`config.mk`:
```
export PLATFORM = sky130hd
export DESIGN_NAME = ifetch
export DESIGN_NICKNAME = d
export VERILOG_FILES = /design/src/rtl/ifetch_pkg.sv /design/src/rtl/ifetch_tmr.sv /design/src/rtl/ifetch.sv
export SDC_FILE = /design/constraint.sdc
export NUM_CORES = 1
export LEC_CHECK = 0
export BUFFER_PORTS_ARGS = -buffer_cell sky130_fd_sc_hd__buf_2
export CORE_ASPECT_RATIO = 2
export CORE_MARGIN = 2
export CORE_UTILIZATION = 43
export DETAILED_ROUTE_END_ITERATION = 10
export PLACE_DENSITY_LB_ADDON = 0.12
export SLEW_MARGIN = 5
export SYNTH_ARGS = -nofsm -noshare
export SYNTH_HDL_FRONTEND = slang
export SYNTH_SLANG_ARGS = --single-unit
```
`constraint.sdc`:
```
create_clock -name clk -period 1.7 [get_ports clk]
set_clock_uncertainty 0.05 [all_clocks]
set_input_delay 0.34 -clock clk [delete_from_list [all_inputs] [get_ports clk]]
set_output_delay 0.34 -clock clk [all_outputs]
set_load 0.02 [all_outputs]
```
`src/rtl/ifetch_pkg.sv`:
```
// rtl/ifetch_pkg.sv - shared widths, timeout default and FSM state encoding for ifetch
package ifetch_pkg;

    localparam int XLEN               = 32;
    localparam int ADDR_W             = 32;
    localparam int IFETCH_TIMEOUT_CYC = 16;

    typedef enum logic [2:0] {
        ST_IDLE = 3'd0,
        ST_REQ  = 3'd1,
        ST_HOLD = 3'd2,
        ST_DROP = 3'd3,
        ST_ERR  = 3'd4
    } ifetch_state_e;

endpackage

```
`src/rtl/ifetch_tmr.sv`:
```
// rtl/ifetch_tmr.sv - counts unacknowledged request cycles, flags when LIMIT is reached
module ifetch_tmr #(
    parameter int LIMIT = 16
) (
    input  logic clk,
    input  logic reset_n,
    input  logic count_en,
    output logic expired
);

    localparam int CW = $clog2(LIMIT + 1);

    logic [CW-1:0] cnt;

    // Fires in the LIMIT-th consecutive unacked cycle so the request drops right after it.
    assign expired = count_en && (cnt == CW'(LIMIT - 1));

    always_ff @(posedge clk or negedge reset_n) begin
        if (!reset_n) begin
            cnt <= '0;
        end else if (count_en) begin
            cnt <= cnt + CW'(1);
        end else begin
            cnt <= '0;
        end
    end

endmodule

```
`src/rtl/ifetch.sv`:
```
// rtl/ifetch.sv - instruction fetch FSM; define IFETCH_TIMEOUT_EN to enable the request timeout
module ifetch
    import ifetch_pkg::*;
#(
    parameter int TIMEOUT_CYC = IFETCH_TIMEOUT_CYC
) (
    input  logic              clk,
    input  logic              reset_n,
    input  logic [ADDR_W-1:0] i_address,
    input  logic              addr_valid,
    output logic              fetch_en,
    output logic              imem_req,
    output logic [ADDR_W-1:0] imem_addr,
    input  logic              imem_ack,
    input  logic [XLEN-1:0]   imem_rdata,
    input  logic              flush,
    input  logic              id_ready,
    output logic              id_valid,
    output logic [XLEN-1:0]   id_instr,
    output logic [ADDR_W-1:0] id_pc,
    output logic              fetch_err
);

    localparam logic [2:0] IDLE = ST_IDLE;
    localparam logic [2:0] REQ  = ST_REQ;
    localparam logic [2:0] HOLD = ST_HOLD;
    localparam logic [2:0] DROP = ST_DROP;
    localparam logic [2:0] ERR  = ST_ERR;

    logic [2:0] state;
    logic       tmo_expired;

`ifdef IFETCH_TIMEOUT_EN
    logic tmo_count;

    assign tmo_count = ((state == REQ) || (state == DROP)) && !imem_ack;

    ifetch_tmr #(
        .LIMIT (TIMEOUT_CYC)
    ) u_tmr (
        .clk      (clk),
        .reset_n  (reset_n),
        .count_en (tmo_count),
        .expired  (tmo_expired)
    );
`else
    logic unused_cfg;

    assign unused_cfg  = ^TIMEOUT_CYC;
    assign tmo_expired = 1'b0;
`endif

    always_ff @(posedge clk or negedge reset_n) begin
        if (!reset_n) begin
            state     <= IDLE;
            imem_req  <= 1'b0;
            imem_addr <= '0;
            fetch_en  <= 1'b0;
            id_valid  <= 1'b0;
            id_instr  <= '0;
            id_pc     <= '0;
            fetch_err <= 1'b0;
        end else begin
            fetch_en <= 1'b0;
            if (tmo_expired) begin
                state     <= ERR;
                imem_req  <= 1'b0;
                id_valid  <= 1'b0;
                fetch_err <= 1'b1;
            end else begin
                case (state)
                    IDLE: begin
                        if (addr_valid && !flush) begin
                            imem_req  <= 1'b1;
                            imem_addr <= i_address;
                            state     <= REQ;
                        end
                    end
                    REQ: begin
                        // A flushed request still owns the bus until memory acks it.
                        if (flush) begin
                            if (imem_ack) begin
                                imem_req <= 1'b0;
                                state    <= IDLE;
                            end else begin
                                state <= DROP;
                            end
                        end else if (imem_ack) begin
                            id_instr <= imem_rdata;
                            id_pc    <= imem_addr;
                            id_valid <= 1'b1;
                            imem_req <= 1'b0;
                            fetch_en <= 1'b1;
                            state    <= HOLD;
                        end
                    end
                    HOLD: begin
                        if (flush) begin
                            id_valid <= 1'b0;
                            state    <= IDLE;
                        end else if (id_ready) begin
                            id_valid <= 1'b0;
                            if (addr_valid) begin
                                imem_req  <= 1'b1;
                                imem_addr <= i_address;
                                state     <= REQ;
                            end else begin
                                state <= IDLE;
                            end
                        end
                    end
                    DROP: begin
                        if (imem_ack) begin
                            imem_req <= 1'b0;
                            state    <= IDLE;
                        end
                    end
                    ERR: begin
                        state <= ERR;
                    end
                    default: begin
                        state <= IDLE;
                    end
                endcase
            end
        end
    end

endmodule
```
==> results.json, run 1 <==
{
  "drcViolationCount": 0,
  "max-clock-path-buffers": 2,
  "finalPower_mw": 9.44,
  "finalSetupViolCount": 58,
  "pre_cts_ws_ns": -0.169,
  "peakVddDrop_v": 0.000910,
  "post-dp-hpwl_um": 6440,
  "path_clk_slew_ns": 0.07,
  "outcome": "finished with violations",
  "maxCapViolCount": 0,
  "antenna_cells": 0,
  "postRouteAntennaNets": 0,
  "setup_tns_ns": -0.938,
  "worstPathArrival_ns": 1.93,
  "grtUsageMet2": 0.329,
  "fin_crit_ns": 1.74,
  "cp-start-kind": "flip-flop",
  "wl_per_cell_um": 17.6,
  "grt-ovfl-total": 0,
  "powerDensity_nw_per_um2": 1700,
  "timing.final.crit_share": 1.02,
  "fin_ws_ns": -0.0402,
  "critPathMaxFanout": 18,
  "core_area_sq_um": 9010,
  "routed_wl_um": 9320,
  "violations": "setup timing",
  "synth_seq_cells": 102,
  "antenna_found_initial": 0,
  "use_met1": 0.182,
  "critPathCaptureType": "flip-flop",
  "rsz0062_at_grt": "yes",
  "hold_ws_ns": 0.171,
  "grt_pass1_wl_um": 13600,
  "r2r_cells": 4,
  "synthTopCellsByArea": "dfrtp_1, mux2_2, mux2_4",
  "slowest_stage": "or4_4",
  "syn_area_sq_um": 4010,
  "hp-class": "in -> reg",
  "fp.dieArea_sq_um": 10200,
  "postPlaceCellArea_sq_um": 5060,
  "pin_count": 170,
  "hold_depth": 2,
  "dr_total_vias": 2626,
  "rr_endpoint": "imem_addr[3]",
  "die_w_um": 72.3,
  "design_area_sq_um": 5560,
  "cp.depth": 4,
  "synth-warning-count": 0,
  "rows": 49,
  "busiest_layer": "met2",
  "cts_tree": "built",
  "grt_usage": 0.179,
  "timing.rr.start": "state[1]",
  "place_inst": 507,
  "holdPathEnd": "imem_addr[5]",
  "path_buf_inv": 1,
  "numCtsBuffers": 9,
  "grt_pass1_vias": 2743,
  "synth-seq-area-share": 0.636,
  "synthCells": 233,
  "vias_per_cell": 4.95,
  "cts.sink_count": 102,
  "p_leak_nw": 2.86,
  "gp_congestion": 0.741,
  "clockRootBuffer": "clkbuf_16",
  "clk_latency_ns": 0.35,
  "synth_top_area_share": 0.636,
  "start_util": 0.445,
  "drive_gt1_frac": 0.718,
  "cpPeakStageDelay_ns": 0.47,
  "drt_first_pass_iters": 4,
  "synth_cell_type_count": 22,
  "crit_chain": "and2b_1 -> or4_4 -> buf_12 -> mux2_4",
  "grt_start_max_net_pins": 40,
  "final_util": 0.617,
  "hold_violations": 0,
  "worstHoldStart": "i_address[5]",
  "yosysTopAreaCell": "dfrtp_1",
  "maxClockFrequency_mhz": 575,
  "dr.first_iter.drc_count": 94,
  "syn_avg_cell_area_sq_um": 17.2,
  "slew_viol_final": 0,
  "area_growth_pct": 38.5,
  "required_ns": 1.89,
  "reg2reg_slack_ns": -0.04,
  "htreeDepth": 3,
  "fin_cells": 531,
  "path_class": "reg -> reg",
  "synth_nets": 303,
  "dieHeight_um": 141,
  "layout.nets": 494,
  "portBuffers": 168,
  "grtUsageMet3": 0.0465,
  "crit_family": "simple AND/OR/NAND/NOR gates"
}
-- area by class of cell --
class,count,area (sq um)
inverters,2,12.5
well taps,102,128
repair buffers,192,1150
clock inverters,6,45.0
flip-flops and latches,102,2550
multi-input cells,117,1440
clock buffers,10,239
fillers,723,3450
-- state kept, by name, indices dropped and copies added (netlist names) --
register	flops
state	3
imem_addr	32
id_instr	32
id_valid	1
id_pc	32
fetch_en	1
imem_req	1
-- cells by family (layout without fill, tap and decap cells) --
family,after synthesis,in the layout,share of synthesized area
flip-flops,102,102,0.636
AO/OA/AOI/OAI,7,7,0.0118
buffers and inverters,14,210,0.0309
AND/OR/NAND/NOR,13,13,0.0228
other,1,1,0.000935
multiplexers,96,96,0.297
-- synthesized netlist by cell type --
cell type	instances
a21oi_1	1
a2bb2oi_1	2
and2b_1	1
buf_12	3
buf_2	6
buf_4	2
buf_6	1
conb_1	1
dfrtp_1	102
inv_1	1
inv_2	1
mux2_2	66
mux2_4	30
nand2b_4	1
nand3b_1	1
nor2_1	1
nor2b_1	2
nor3_1	4
nor3b_1	2
o21ai_0	3
o21ba_2	1
or4_4	1
-- where the power goes --
group	switching [mW]	internal [mW]	total, mW
Clock	0.903	1.04	1.94
Sequential	0.525	3.34	3.86
Combinational	1.94	1.70	3.64
-- metal layers --
layer	part of all wire	vias to the layer above
met4	0.023	0
met3	0.056	15
li1	-	1199
met2	0.57	110
met1	0.36	1302
met5	0	-
-- layout by cell type (no fill, tap or decap), types with 2 or more instances in the layout --
cell	synthesis	routed
clkbuf_16	0	11
dfrtp_1	102	102
mux2_4	30	55
o21ai_0	3	3
buf_2	6	167
nor2b_1	2	2
buf_12	3	6
nor3_1	4	4
clkinvlp_4	0	3
mux2_2	66	41
inv_6	0	2
a2bb2oi_1	2	2
buf_4	2	14
-- worst max-delay path by stage --
stage          startpoint            to  slack, ns
6_report         state[1]  imem_addr[3]      -0.04
5_1_grt          state[1]  id_instr[14]      -0.11
4_1_cts          state[1]  imem_addr[8]      -0.05
3_5_place_dp        flush     id_pc[19]      -0.17
3_3_place_gp        flush   id_instr[3]      -0.17
2_1_floorplan       flush  imem_addr[0]      -0.04
-- timing repair --
item,4_1_cts,5_1_grt
gates cloned,0,4
buffers inserted,1,2
hold buffers,1,0
pin swaps,1,2
gates resized for setup,1,28
hold endpoints to repair,20,0
endpoints found under the setup margin,94,94
(Power assumes the default switching activity.)
==> inputs of run 2 (changes only) <==
Settings changed: SKIP_CTS_REPAIR_TIMING set to 1.
==> run 2 against run 1 <==
Against the previous run:
- the flow still finishes with violations (setup timing)
- core utilization grew 3.3 points
- count of clock-buffer cells in the layout is the same
- sequential cell count is the same
- cell count grew 1.5%
- critical path type unchanged
- largest cell class unchanged
- highest routed layer unchanged
==> results.json, run 2 (synthesized netlist as in run 1, its figures left out) <==
{
  "outcome": "finished with violations",
  "violations": "setup timing",
  "critPathMaxFanout": 18,
  "finalPower_mw": 9.77,
  "ff_latch_area_sq_um": 2550,
  "cp-endpoint": "imem_addr[3]",
  "cp-start-kind": "flip-flop",
  "finalSetupViolCount": 32,
  "clk_latency_ns": 0.34,
  "fp.dieArea_sq_um": 10200,
  "swShare": 0.356,
  "antenna_cells": 0,
  "grt-ovfl-total": 0,
  "p_seq_frac": 0.400,
  "fin_crit_ns": 1.79,
  "grt_start_max_net_pins": 40,
  "antenna_found_initial": 0,
  "pre_cts_ws_ns": -0.169,
  "wl_per_cell_um": 19.0,
  "dieHeight_um": 141,
  "drcViolationCount": 0,
  "dr_total_vias": 2707,
  "hold_violations": 0,
  "p_leak_nw": 3.03,
  "fin_ws_ns": -0.0889,
  "cp-startpoint": "state[1]",
  "worstPathArrival_ns": 1.97,
  "cts_tree": "built",
  "max-clock-path-buffers": 2,
  "dr.first_iter.drc_count": 95,
  "powerDensity_nw_per_um2": 1670,
  "routed_wl_um": 10300,
  "post-dp-hpwl_um": 6440,
  "reg2reg_slack_ns": -0.09,
  "cts.sink_count": 102,
  "layout.nets": 502,
  "required_ns": 1.88,
  "postRouteAntennaNets": 0,
  "grt_pass1_wl_um": 13600,
  "rsz0062_at_grt": "yes",
  "reg.largest.list": "id_instr (32), id_pc (32), imem_addr (32)",
  "fillCellCount": 699,
  "rr_endpoint": "imem_addr[3]",
  "critPathCaptureType": "flip-flop",
  "numCtsBuffers": 9,
  "p_clk_frac": 0.200,
  "drt_first_pass_iters": 4,
  "path_clk_slew_ns": 0.07,
  "p_int_mw": 6.30,
  "pwr-share-comb": 0.400,
  "portBuffers": 168,
  "hold_depth": 2,
  "rows": 49,
  "path_class": "reg -> reg",
  "maxClockFrequency_mhz": 559,
  "slew_viol_final": 0,
  "grt_pass1_vias": 2748,
  "r2r_cells": 4,
  "die_w_um": 72.3,
  "vias_per_cell": 5.02,
  "place_inst": 507,
  "core_area_sq_um": 9010,
  "postPlaceCellArea_sq_um": 5060,
  "hold_ws_ns": 0.173,
  "multi_input_area_sq_um": 1570,
  "timing.final.crit_share": 1.05,
  "start_util": 0.445,
  "hp-class": "in -> reg",
  "drive_gt1_frac": 0.725,
  "final_cell_mix": "buf_2, dfrtp_1, mux2_4, clkbuf_16, buf_4",
  "area_growth_pct": 45.9,
  "grt_usage": 0.178,
  "final_common_cell": "buf_2",
  "htreeDepth": 3,
  "p_switching_mw": 3.48,
  "clockRootBuffer": "clkbuf_16",
  "timing.rr.start": "state[1]",
  "fin_cells": 539,
  "peakVddDrop_v": 0.000921,
  "maxCapViolCount": 0,
  "gp_congestion": 0.741,
  "design_area_sq_um": 5850,
  "pin_count": 170
}
## run 2: changes by cell type in the layout (fill, tap and decap cells not counted), sizes merged
cell    previous run  this run
clkbuf            12        16
inv                3         4
buf              189       192
## run 2: worst min-delay path by stage
stage / from / to / slack [ns]
2_1_floorplan: reset_n / fetch_en / -0.006
3_3_place_gp: reset_n / id_instr[29] / 0.21
3_5_place_dp: reset_n / id_instr[29] / 0.21
4_1_cts: reset_n / id_instr[29] / -0.16
5_1_grt: i_address[7] / imem_addr[7] / 0.16
6_report: i_address[5] / imem_addr[5] / 0.17
## run 2: per-stage QoR
stage | util | TNS [ns]
CTS | 0.593 | -10.20
detailed placement | 0.562 | -13.00
finish | 0.650 | -2.40
global placement | 0.562 | -13.24
floorplan | - | -1.09
global route | 0.650 | -4.38
## run 2: power groups by stage
stage	Sequential (mW)	Clock [mW]	Combinational (mW)
6_report	3.91	1.95	3.91
5_1_grt	4.02	2.10	4.14
4_1_cts	3.86	2.00	3.49
3_5_place_dp	3.89	0	3.49
3_3_place_gp	3.85	0	3.43
2_1_floorplan	4.98	0	1.04
## run 2: area by class of cell
class	instances	share of cell area
clock buffer	10	0.0408
timing repair inverter	1	0.00150
inverter	2	0.00342
sequential	102	0.436
multi-input combinational	117	0.267
tap	102	0.0218
timing repair buffer	199	0.221
clock inverter	6	0.00769
## run 2: routing by layer
metal | routed length (um) | GRT usage | part of all wire
met5 | 0 | 0 | 0
met3 | 530 | 0.0465 | 0.052
met2 | 5790 | 0.327 | 0.56
met4 | 201 | 0.0814 | 0.020
met1 | 3730 | 0.182 | 0.36
## run 2: worst max-delay path, cell delays in order (launching register included)
cell and delay [ns]:
dfrtp_2 0.45, and2b_1 0.20, or4_4 0.47, buf_12 0.19
mux2_4 0.30
